## src/rtl/gcd_operand_sequencer_if.sv

```systemverilog
`default_nettype none
// ============================================================================
// Module   : gcd_operand_sequencer_if
// Brief    : Operand, GCD-core and result handshake bundle for the sequencer.
// Revision : 1.0 - initial release
// ============================================================================
interface gcd_operand_sequencer_if #(
    parameter int WIDTH = 16
);
    logic             in_valid;
    logic             in_ready;
    logic [WIDTH-1:0] in_a;
    logic [WIDTH-1:0] in_b;

    logic             gcd_clear;
    logic             gcd_start;
    logic [WIDTH-1:0] gcd_data;
    logic             gcd_done;
    logic [WIDTH-1:0] gcd_result;

    logic             out_valid;
    logic             out_ready;
    logic [WIDTH-1:0] out_result;
    logic             out_err;

    // master = the sequencer, slave = upstream/core/downstream environment
    modport master (
        input  in_valid, in_a, in_b, gcd_done, gcd_result, out_ready,
        output in_ready, gcd_clear, gcd_start, gcd_data, out_valid, out_result, out_err
    );

    modport slave (
        output in_valid, in_a, in_b, gcd_done, gcd_result, out_ready,
        input  in_ready, gcd_clear, gcd_start, gcd_data, out_valid, out_result, out_err
    );
endinterface
`default_nettype wire

```

## src/rtl/gcd_operand_sequencer.sv

```systemverilog
`default_nettype none
// ============================================================================
// Module   : gcd_operand_sequencer
// Brief    : Feeds an operand pair serially to a GCD core, waits for the core
//            with a timeout, and returns the result over a valid/ready port.
// Revision : 1.0 - initial release
// ============================================================================
module gcd_operand_sequencer #(
    parameter int WIDTH   = 16,
    parameter int TIMEOUT = 1023
) (
    input wire clk,
    input wire rst_n,
    gcd_operand_sequencer_if.master bus
);

    localparam logic [9:0] c_timeout = 10'(TIMEOUT);

    typedef enum logic [2:0] {
        S_IDLE   = 3'd0,
        S_CLR    = 3'd1,
        S_LOAD_A = 3'd2,
        S_LOAD_B = 3'd3,
        S_WAIT   = 3'd4,
        S_OUT    = 3'd5
    } state_t;

    state_t           r_state;
    state_t           w_state_nxt;
    logic [WIDTH-1:0] r_op_a;
    logic [WIDTH-1:0] r_op_b;
    logic [WIDTH-1:0] r_result;
    logic             r_err;
    logic [9:0]       r_cnt;

    logic [WIDTH-1:0] w_op_a_nxt;
    logic [WIDTH-1:0] w_op_b_nxt;
    logic [WIDTH-1:0] w_result_nxt;
    logic             w_err_nxt;
    logic [9:0]       w_cnt_nxt;
    logic [9:0]       w_cnt_inc;

    logic             w_in_ready;
    logic             w_gcd_clear;
    logic             w_gcd_start;
    logic [WIDTH-1:0] w_gcd_data;
    logic             w_out_valid;

    assign w_cnt_inc = r_cnt + 10'd1;

    always_ff @(posedge clk) begin
        if (!rst_n) begin
            r_state  <= S_IDLE;
            r_op_a   <= '0;
            r_op_b   <= '0;
            r_result <= '0;
            r_err    <= 1'b0;
            r_cnt    <= 10'd0;
        end else begin
            r_state  <= w_state_nxt;
            r_op_a   <= w_op_a_nxt;
            r_op_b   <= w_op_b_nxt;
            r_result <= w_result_nxt;
            r_err    <= w_err_nxt;
            r_cnt    <= w_cnt_nxt;
        end
    end

    always_comb begin
        w_state_nxt  = r_state;
        w_op_a_nxt   = r_op_a;
        w_op_b_nxt   = r_op_b;
        w_result_nxt = r_result;
        w_err_nxt    = r_err;
        w_cnt_nxt    = r_cnt;
        w_in_ready   = 1'b0;
        w_gcd_clear  = 1'b0;
        w_gcd_start  = 1'b0;
        w_gcd_data   = '0;
        w_out_valid  = 1'b0;

        case (r_state)
            S_IDLE: begin
                w_in_ready = 1'b1;
                if (bus.in_valid) begin
                    w_op_a_nxt = bus.in_a;
                    w_op_b_nxt = bus.in_b;
                    // A zero operand makes the answer trivial, so the core is skipped
                    if (bus.in_a == '0 || bus.in_b == '0) begin
                        w_result_nxt = (bus.in_a == '0) ? bus.in_b : bus.in_a;
                        w_err_nxt    = 1'b0;
                        w_state_nxt  = S_OUT;
                    end else begin
                        w_state_nxt  = S_CLR;
                    end
                end
            end
            S_CLR: begin
                w_gcd_clear = 1'b1;
                w_state_nxt = S_LOAD_A;
            end
            S_LOAD_A: begin
                w_gcd_start = 1'b1;
                w_gcd_data  = r_op_a;
                w_state_nxt = S_LOAD_B;
            end
            S_LOAD_B: begin
                w_gcd_start = 1'b1;
                w_gcd_data  = r_op_b;
                w_cnt_nxt   = 10'd0;
                w_state_nxt = S_WAIT;
            end
            S_WAIT: begin
                // done is checked first so it wins over a coincident timeout
                if (bus.gcd_done) begin
                    w_result_nxt = bus.gcd_result;
                    w_err_nxt    = 1'b0;
                    w_state_nxt  = S_OUT;
                end else begin
                    w_cnt_nxt = w_cnt_inc;
                    if (w_cnt_inc == c_timeout) begin
                        w_result_nxt = '0;
                        w_err_nxt    = 1'b1;
                        w_state_nxt  = S_OUT;
                    end
                end
            end
            S_OUT: begin
                w_out_valid = 1'b1;
                if (bus.out_ready) begin
                    w_state_nxt = S_IDLE;
                end
            end
            default: begin
                w_state_nxt = S_IDLE;
            end
        endcase
    end

    // Strobes are forced low while reset is held, whatever state is registered
    assign bus.in_ready   = rst_n & w_in_ready;
    assign bus.gcd_clear  = rst_n & w_gcd_clear;
    assign bus.gcd_start  = rst_n & w_gcd_start;
    assign bus.gcd_data   = rst_n ? w_gcd_data : '0;
    assign bus.out_valid  = rst_n & w_out_valid;
    assign bus.out_result = r_result;
    assign bus.out_err    = r_err;

endmodule
`default_nettype wire

```

## src/flat_wrapper.sv

```systemverilog
// flat-port wrapper written by rule: the top's interface ports become plain ports
module gcd_operand_sequencer_flat 
#(
    parameter int WIDTH   = 16,
    parameter int TIMEOUT = 1023
)
  (clk, rst_n, bus_in_valid, bus_in_a, bus_in_b, bus_gcd_done, bus_gcd_result, bus_out_ready, bus_in_ready, bus_gcd_clear, bus_gcd_start, bus_gcd_data, bus_out_valid, bus_out_result, bus_out_err);
  gcd_operand_sequencer_if #(.WIDTH(WIDTH)) bus_i ();
  input wire clk;
  input wire rst_n;
  input wire logic [$bits(bus_i.in_valid)-1:0] bus_in_valid;
  input wire logic [$bits(bus_i.in_a)-1:0] bus_in_a;
  input wire logic [$bits(bus_i.in_b)-1:0] bus_in_b;
  input wire logic [$bits(bus_i.gcd_done)-1:0] bus_gcd_done;
  input wire logic [$bits(bus_i.gcd_result)-1:0] bus_gcd_result;
  input wire logic [$bits(bus_i.out_ready)-1:0] bus_out_ready;
  output wire logic [$bits(bus_i.in_ready)-1:0] bus_in_ready;
  output wire logic [$bits(bus_i.gcd_clear)-1:0] bus_gcd_clear;
  output wire logic [$bits(bus_i.gcd_start)-1:0] bus_gcd_start;
  output wire logic [$bits(bus_i.gcd_data)-1:0] bus_gcd_data;
  output wire logic [$bits(bus_i.out_valid)-1:0] bus_out_valid;
  output wire logic [$bits(bus_i.out_result)-1:0] bus_out_result;
  output wire logic [$bits(bus_i.out_err)-1:0] bus_out_err;
  assign bus_i.in_valid = bus_in_valid;
  assign bus_i.in_a = bus_in_a;
  assign bus_i.in_b = bus_in_b;
  assign bus_i.gcd_done = bus_gcd_done;
  assign bus_i.gcd_result = bus_gcd_result;
  assign bus_i.out_ready = bus_out_ready;
  assign bus_in_ready = bus_i.in_ready;
  assign bus_gcd_clear = bus_i.gcd_clear;
  assign bus_gcd_start = bus_i.gcd_start;
  assign bus_gcd_data = bus_i.gcd_data;
  assign bus_out_valid = bus_i.out_valid;
  assign bus_out_result = bus_i.out_result;
  assign bus_out_err = bus_i.out_err;
  gcd_operand_sequencer #(.WIDTH(WIDTH), .TIMEOUT(TIMEOUT)) u_core (.clk(clk), .rst_n(rst_n), .bus(bus_i));
endmodule
```

## config.mk

```make
export PLATFORM = sky130hd
export DESIGN_NAME = gcd_operand_sequencer_flat
export DESIGN_NICKNAME = d
export VERILOG_FILES = /design/src/rtl/gcd_operand_sequencer_if.sv /design/src/rtl/gcd_operand_sequencer.sv /design/src/flat_wrapper.sv
export SDC_FILE = /design/constraint.sdc
export NUM_CORES = 1
export LEC_CHECK = 0
export ABC_AREA = 1
export BUFFER_PORTS_ARGS = -buffer_cell sky130_fd_sc_hd__buf_2
export CAP_MARGIN = 5
export CORE_MARGIN = 5
export CORE_UTILIZATION = 53
export DETAILED_ROUTE_END_ITERATION = 7
export PLACE_DENSITY = 0.8
export SYNTH_ARGS = -nofsm -noshare
export SYNTH_HDL_FRONTEND = slang
export SYNTH_SLANG_ARGS = --single-unit
```

## constraint.sdc

```tcl
create_clock -name clk -period 2.2 [get_ports clk]
set_input_delay 0.44 -clock clk [delete_from_list [all_inputs] [get_ports clk]]
set_output_delay 0.44 -clock clk [all_outputs]
set_load 0.1 [all_outputs]
```

## Word-level counts from Yosys, hierarchy flattened

Cells that the tools add are included.

| operators by class | value |
|---|---|
| equal/unequal tests | 11 |
| bitwise operators | 4 |
| mux-type cells | 25 |
| add/subtract/negate cells | 1 |
| reductions and logical operators | 11 |

Operators by type and width:

| cell | count |
|---|---|
| 16-bit two-way mux | 6 |
| 16-bit one-hot mux with 2 select lines | 2 |
| 16-bit logical NOT | 2 |
| 10-bit one-hot mux with 2 select lines | 1 |
| 3-bit one-hot mux with 6 select lines | 1 |
| 3-bit two-way mux | 5 |
| 10-bit by 1-bit adder with 10-bit output (second input constant) | 1 |
| 10-bit equality test (second input constant) | 1 |
| 10-bit two-way mux | 1 |
| 1-bit two-way mux | 8 |
| 3-bit by 2-bit equality test with 1-bit output (second input constant) | 2 |
| 3-bit equality test (second input constant) | 2 |
| 2-bit inequality test (second input constant) | 3 |
| 1-bit AND | 4 |
| 2-bit AND reduction | 2 |
| 4-bit AND reduction | 1 |
| 2-bit nonzero test | 2 |
| 3-bit by 1-bit equality test with 1-bit output (second input constant) | 1 |
| 3-bit logical NOT | 1 |
| 3-bit by 2-bit inequality test with 1-bit output (second input constant) | 1 |
| 3-bit AND reduction | 1 |
| 2-bit by 1-bit inequality test with 1-bit output (second input constant) | 1 |
| 1-bit one-hot mux with 2 select lines | 1 |
| 2-bit OR reduction | 1 |
| 1-bit logical OR | 1 |

| word-level totals | value |
|---|---|
| register bits | 62 |
| output and inout bits | 37 |
| word-level logic and storage cells | 58 |

## Longest topological paths before layout

| depth | value |
|---|---|
| word-level depth | 5 |
| depth in mapped cells | 14 |
| mapped depth without buffers | 14 |

## Least setup slack after synthesis

Ideal clock, no wire load.

| timing path | value |
|---|---|
| kind | reg-to-output |
| start | register u_core.r_state[1] |
| end | output bus_gcd_start |
| required time | 1.760 ns |
| data arrival time | 2.756 ns |
| path slack | -0.996 ns |
| stages on the path, launching flop included | 4 |
| cells stage by stage | dfxtp_1 -> clkbuf_1 -> inv_1 -> nor3_1 |

| on the way | value |
|---|---|
| longest elaborated chain between the ends | 4 |
| elaborated cells between the ends (all ways) | 5 |
| those cells by class | eq/ne: 2; mux: 1; bitwise: 1; reduce/logical: 1 |

Ends and longest elaborated chain:

| what | RTL line | text |
|---|---|---|
| start: declaration | gcd_operand_sequencer.sv:28 | `state_t r_state;` |
| start signal: assignment | gcd_operand_sequencer.sv:60 | `r_state <= w_state_nxt;` |
| 3-bit by 2-bit equality test with 1-bit output | gcd_operand_sequencer.sv:82 | `case (r_state)` |
| 2-bit OR reduction (no source line) * | - |  |
| 1-bit two-way mux * | gcd_operand_sequencer.sv:82 |  |
| 1-bit AND * | gcd_operand_sequencer.sv:143 | `assign bus.gcd_start = rst_n & w_gcd_start;` |
| end: declaration | flat_wrapper.sv:19 | `output wire logic [$bits(bus_i.gcd_start)-1:0] bus_gcd_start;` |

Every way passes the cells marked *; elsewhere a longest branch is shown, timed or not.

## Worst setup path in the final report

| timing path | value |
|---|---|
| start | register u_core.r_state[2] |
| end | output bus_gcd_data[5] |

| on the way | value |
|---|---|
| longest elaborated chain between the ends | 3 |
| elaborated cells between the ends (all ways) | 4 |
| those cells by class | eq/ne: 2; mux: 2 |

Ends and longest elaborated chain:

| what | RTL line | text |
|---|---|---|
| 3-bit by 2-bit equality test with 1-bit output | gcd_operand_sequencer.sv:82 |  |
| 16-bit one-hot mux with 2 select lines * | gcd_operand_sequencer.sv:82 |  |
| 16-bit two-way mux * | gcd_operand_sequencer.sv:144 | `assign bus.gcd_data = rst_n ? w_gcd_data : '0;` |
| end: declaration | flat_wrapper.sv:20 | `output wire logic [$bits(bus_i.gcd_data)-1:0] bus_gcd_data;` |

Marks and branches as above.

==> results.sh <==
export IMPL_viasPerCell=5.48
export IMPL_tritoncts="done"
export IMPL_htreeDepth=3
export IMPL_startpoint_type="register"
export IMPL_worstHoldStart="bus_in_a[1]"
export IMPL_cp_end_kind="output pin"
export IMPL_fin_setup_tns_ns=0
export IMPL_syn_inst=557
export IMPL_arrival_ns=1.70
export IMPL_synth_avg_cell_area_um2=6.11
export IMPL_fin_crit_sh_pct=97.2
export IMPL_vias=3992
export IMPL_ir_worst_vdd_mv=0.959
export IMPL_finalCriticalPeriod_ns=2.14
export IMPL_cts_sinks=62
export IMPL_root_buffer="clkbuf_8"
export IMPL_grt_remaining_overflow=0
export IMPL_place_gp_congestion=0.904
export IMPL_r2r_end="u_core.bus.out_result[2]"
export IMPL_outcome="complete, no violations"
export IMPL_drv_slew=0
export IMPL_synth_seq_area_share_pct=36.4
export IMPL_setup_violations=0
export IMPL_hold_ws_ns=0.402
export IMPL_tightest_slew_ns=0.490
export IMPL_clk_latency_ns=0.33
export IMPL_drt_iter0_markers=318
export IMPL_hold_end="u_core.r_op_a[1]"
export IMPL_synth_top_cells_by_count="nand2_1 (152), nor2_1 (77), nand3_1 (75)"
export IMPL_drive_above_1_share_pct=25.0
export IMPL_ios=90
export IMPL_fmax_mhz=468
export IMPL_synth_top_area_share_pct=36.4
export IMPL_wl_mm=10.6
export IMPL_grt_pass1_vias=3946
export IMPL_dieHeight_um=90.2
export IMPL_yosysMostFrequentCell="nand2_1"
export IMPL_avgRoutedWirePerCell_um=14.6
export IMPL_rows=29
export IMPL_fin_nets=704
export IMPL_fillCellCount=539
export IMPL_grt_pass1_wl_mm=17.9
export IMPL_syn_nets=612
export IMPL_synthFlopType="dfxtp_1"
export IMPL_clk_pin_slew_ns=0.07
export IMPL_coreArea_um2=6310
export IMPL_pwr_density_cell_nw_per_um2=1000
export IMPL_die_w_um=90.2
export IMPL_firstDrtPassIters=5
export IMPL_synth_warning_count=0
export IMPL_finClkSkew_ns=0.00721
export IMPL_track_usage_pct=26.3
export IMPL_hold_depth=3
export IMPL_required_ns=1.76
export IMPL_clockBufferDepth=2
export IMPL_final_cells=728
export IMPL_p_leak_nw=1.98
export IMPL_grt_max_degree=34
export IMPL_max_slew_margin_rel_pct=67.6
export IMPL_r2r_start="u_core.r_cnt[1]"
export IMPL_dieArea_um2=8130
export IMPL_antenna_left=0
export IMPL_initial_utilization_pct=53.9
export IMPL_insertedDiodeCount=0
export IMPL_portBuffers=89
export IMPL_rrSetupSlack_ns=0.25
export IMPL_dp_cells=710
export IMPL_hold_viol_final=0
export IMPL_synth_edf_count=0
export IMPL_yosys_register_bits=62
export IMPL_ys_types=27
export IMPL_ys_async_sr_fraction_pct=0
export IMPL_synth_area_um2=3410
export IMPL_path_class="register to output pin"
export IMPL_cap_viol_max_count=0
export IMPL_hpwl_mm=7.73
export IMPL_ff2ff_path_depth=14
export IMPL_cts_buffers=9
export IMPL_synthTopCellsByArea="dfxtp_1 (36%), nand2_1 (17%), nand3_1 (11%)"
export IMPL_drc=0
export IMPL_area_growth_pct=32.7
export IMPL_holdCritPathClass="input pin to register"
export IMPL_antenna_found_initial=0
export IMPL_path_max_fanout=11
export IMPL_synth_top_area_cell="dfxtp_1"
-- cell families after synthesis --
kind of cell,synth area share (%)
DFF,36.4
buffers and inverters,10.2
AOI/OAI and AO/OA,12.9
and+or+nand+nor,39.7
adders and majority gates,0.735
-- flip-flops by register name, summed over array words and instances (netlist names) --
signal                 cells
u_core.r_op_a             16
u_core.bus.out_err         1
u_core.r_op_b             16
u_core.bus.out_result     16
u_core.r_state             3
u_core.r_cnt              10
-- cell type report --
cell class	count	area [um2]	share of cell area, %
multi-input cells	407	1990	44.0
flip-flops and latches	62	1250	27.6
repair buffers	113	833	18.4
inverters	56	213	4.71
clock buffers	10	128	2.82
well taps	77	96.3	2.13
clock inverters	3	15.0	0.332
-- layer usage --
metal | up-vias | wire length [um] | track usage (%)
li1 | 1961 | - | -
met1 | 1804 | 4310 | 32.9
met2 | 198 | 5230 | 43.4
met3 | 29 | 799 | 5.09
met4 | 0 | 298 | 12.3
met5 | - | 0 | 0
-- power breakdown --
| part | total, mW | leakage, nW | switching [mW] | internal [mW] |
|---|---|---|---|---|
| registers | 1.49 | 0.507 | 0.148 | 1.34 |
| logic | 2.26 | 1.40 | 1.70 | 0.557 |
| clock network | 0.795 | 0.0776 | 0.411 | 0.384 |
| total | 4.54 | 1.98 | 2.26 | 2.28 |
-- worst max-delay path by stage --
stage | cells after the start | from | to
after floorplan | 5 | u_core.r_state[1] | bus_gcd_data[2]
after global placement | 7 | u_core.r_state[2] | bus_gcd_data[10]
after detailed placement | 14 | u_core.r_cnt[0] | u_core.bus.out_result[10]
after CTS | 7 | u_core.r_state[2] | bus_gcd_data[10]
after global routing | 14 | u_core.r_cnt[0] | u_core.bus.out_result[2]
final | 5 | u_core.r_state[2] | bus_gcd_data[5]
-- worst max-delay path, cell delays in order, from the launching register on --
cell and delay [ns]:
dfxtp_2 0.37, nor2_4 0.22, buf_4 0.22, nand3_1 0.13
a21oi_4 0.22, buf_12 0.19
-- what timing repair did --
action,4_1_cts,5_1_grt
hold buffers,0,0
gates resized for setup,7,6
hold endpoints to repair,0,0
buffers inserted,0,5
endpoints found under the setup margin,14,29
pin swaps,0,2
-- cell usage in the layout, fill, tap and decap left out, types with 5 or more instances in the layout --
cell type  instances
o21ai_0           12
clkbuf_8           9
buf_4             24
dfxtp_1           57
inv_2              5
nand3_1           74
buf_12            13
buf_2             74
inv_1             49
dfxtp_2            5
nor2_1            73
nand4_1            5
nand2_1          152
a21oi_4           11
a21oi_1           53
nor2_4             5
-- per-stage QoR --
step / util (%) / total power, mW / instance area [um2] / setup slack, ns
final: 71.6 / 4.54 / 4520 / 0.0615
after global placement: 68.2 / 3.63 / 4310 / 0.258
after detailed placement: 68.2 / 3.68 / 4310 / 0.188
after CTS: 70.7 / 4.49 / 4470 / 0.0280
after floorplan: - / 3.17 / 3570 / -0.586
after global routing: 71.6 / 4.81 / 4520 / -0.00518
Note: power is estimated with default switching activity, not from simulation.
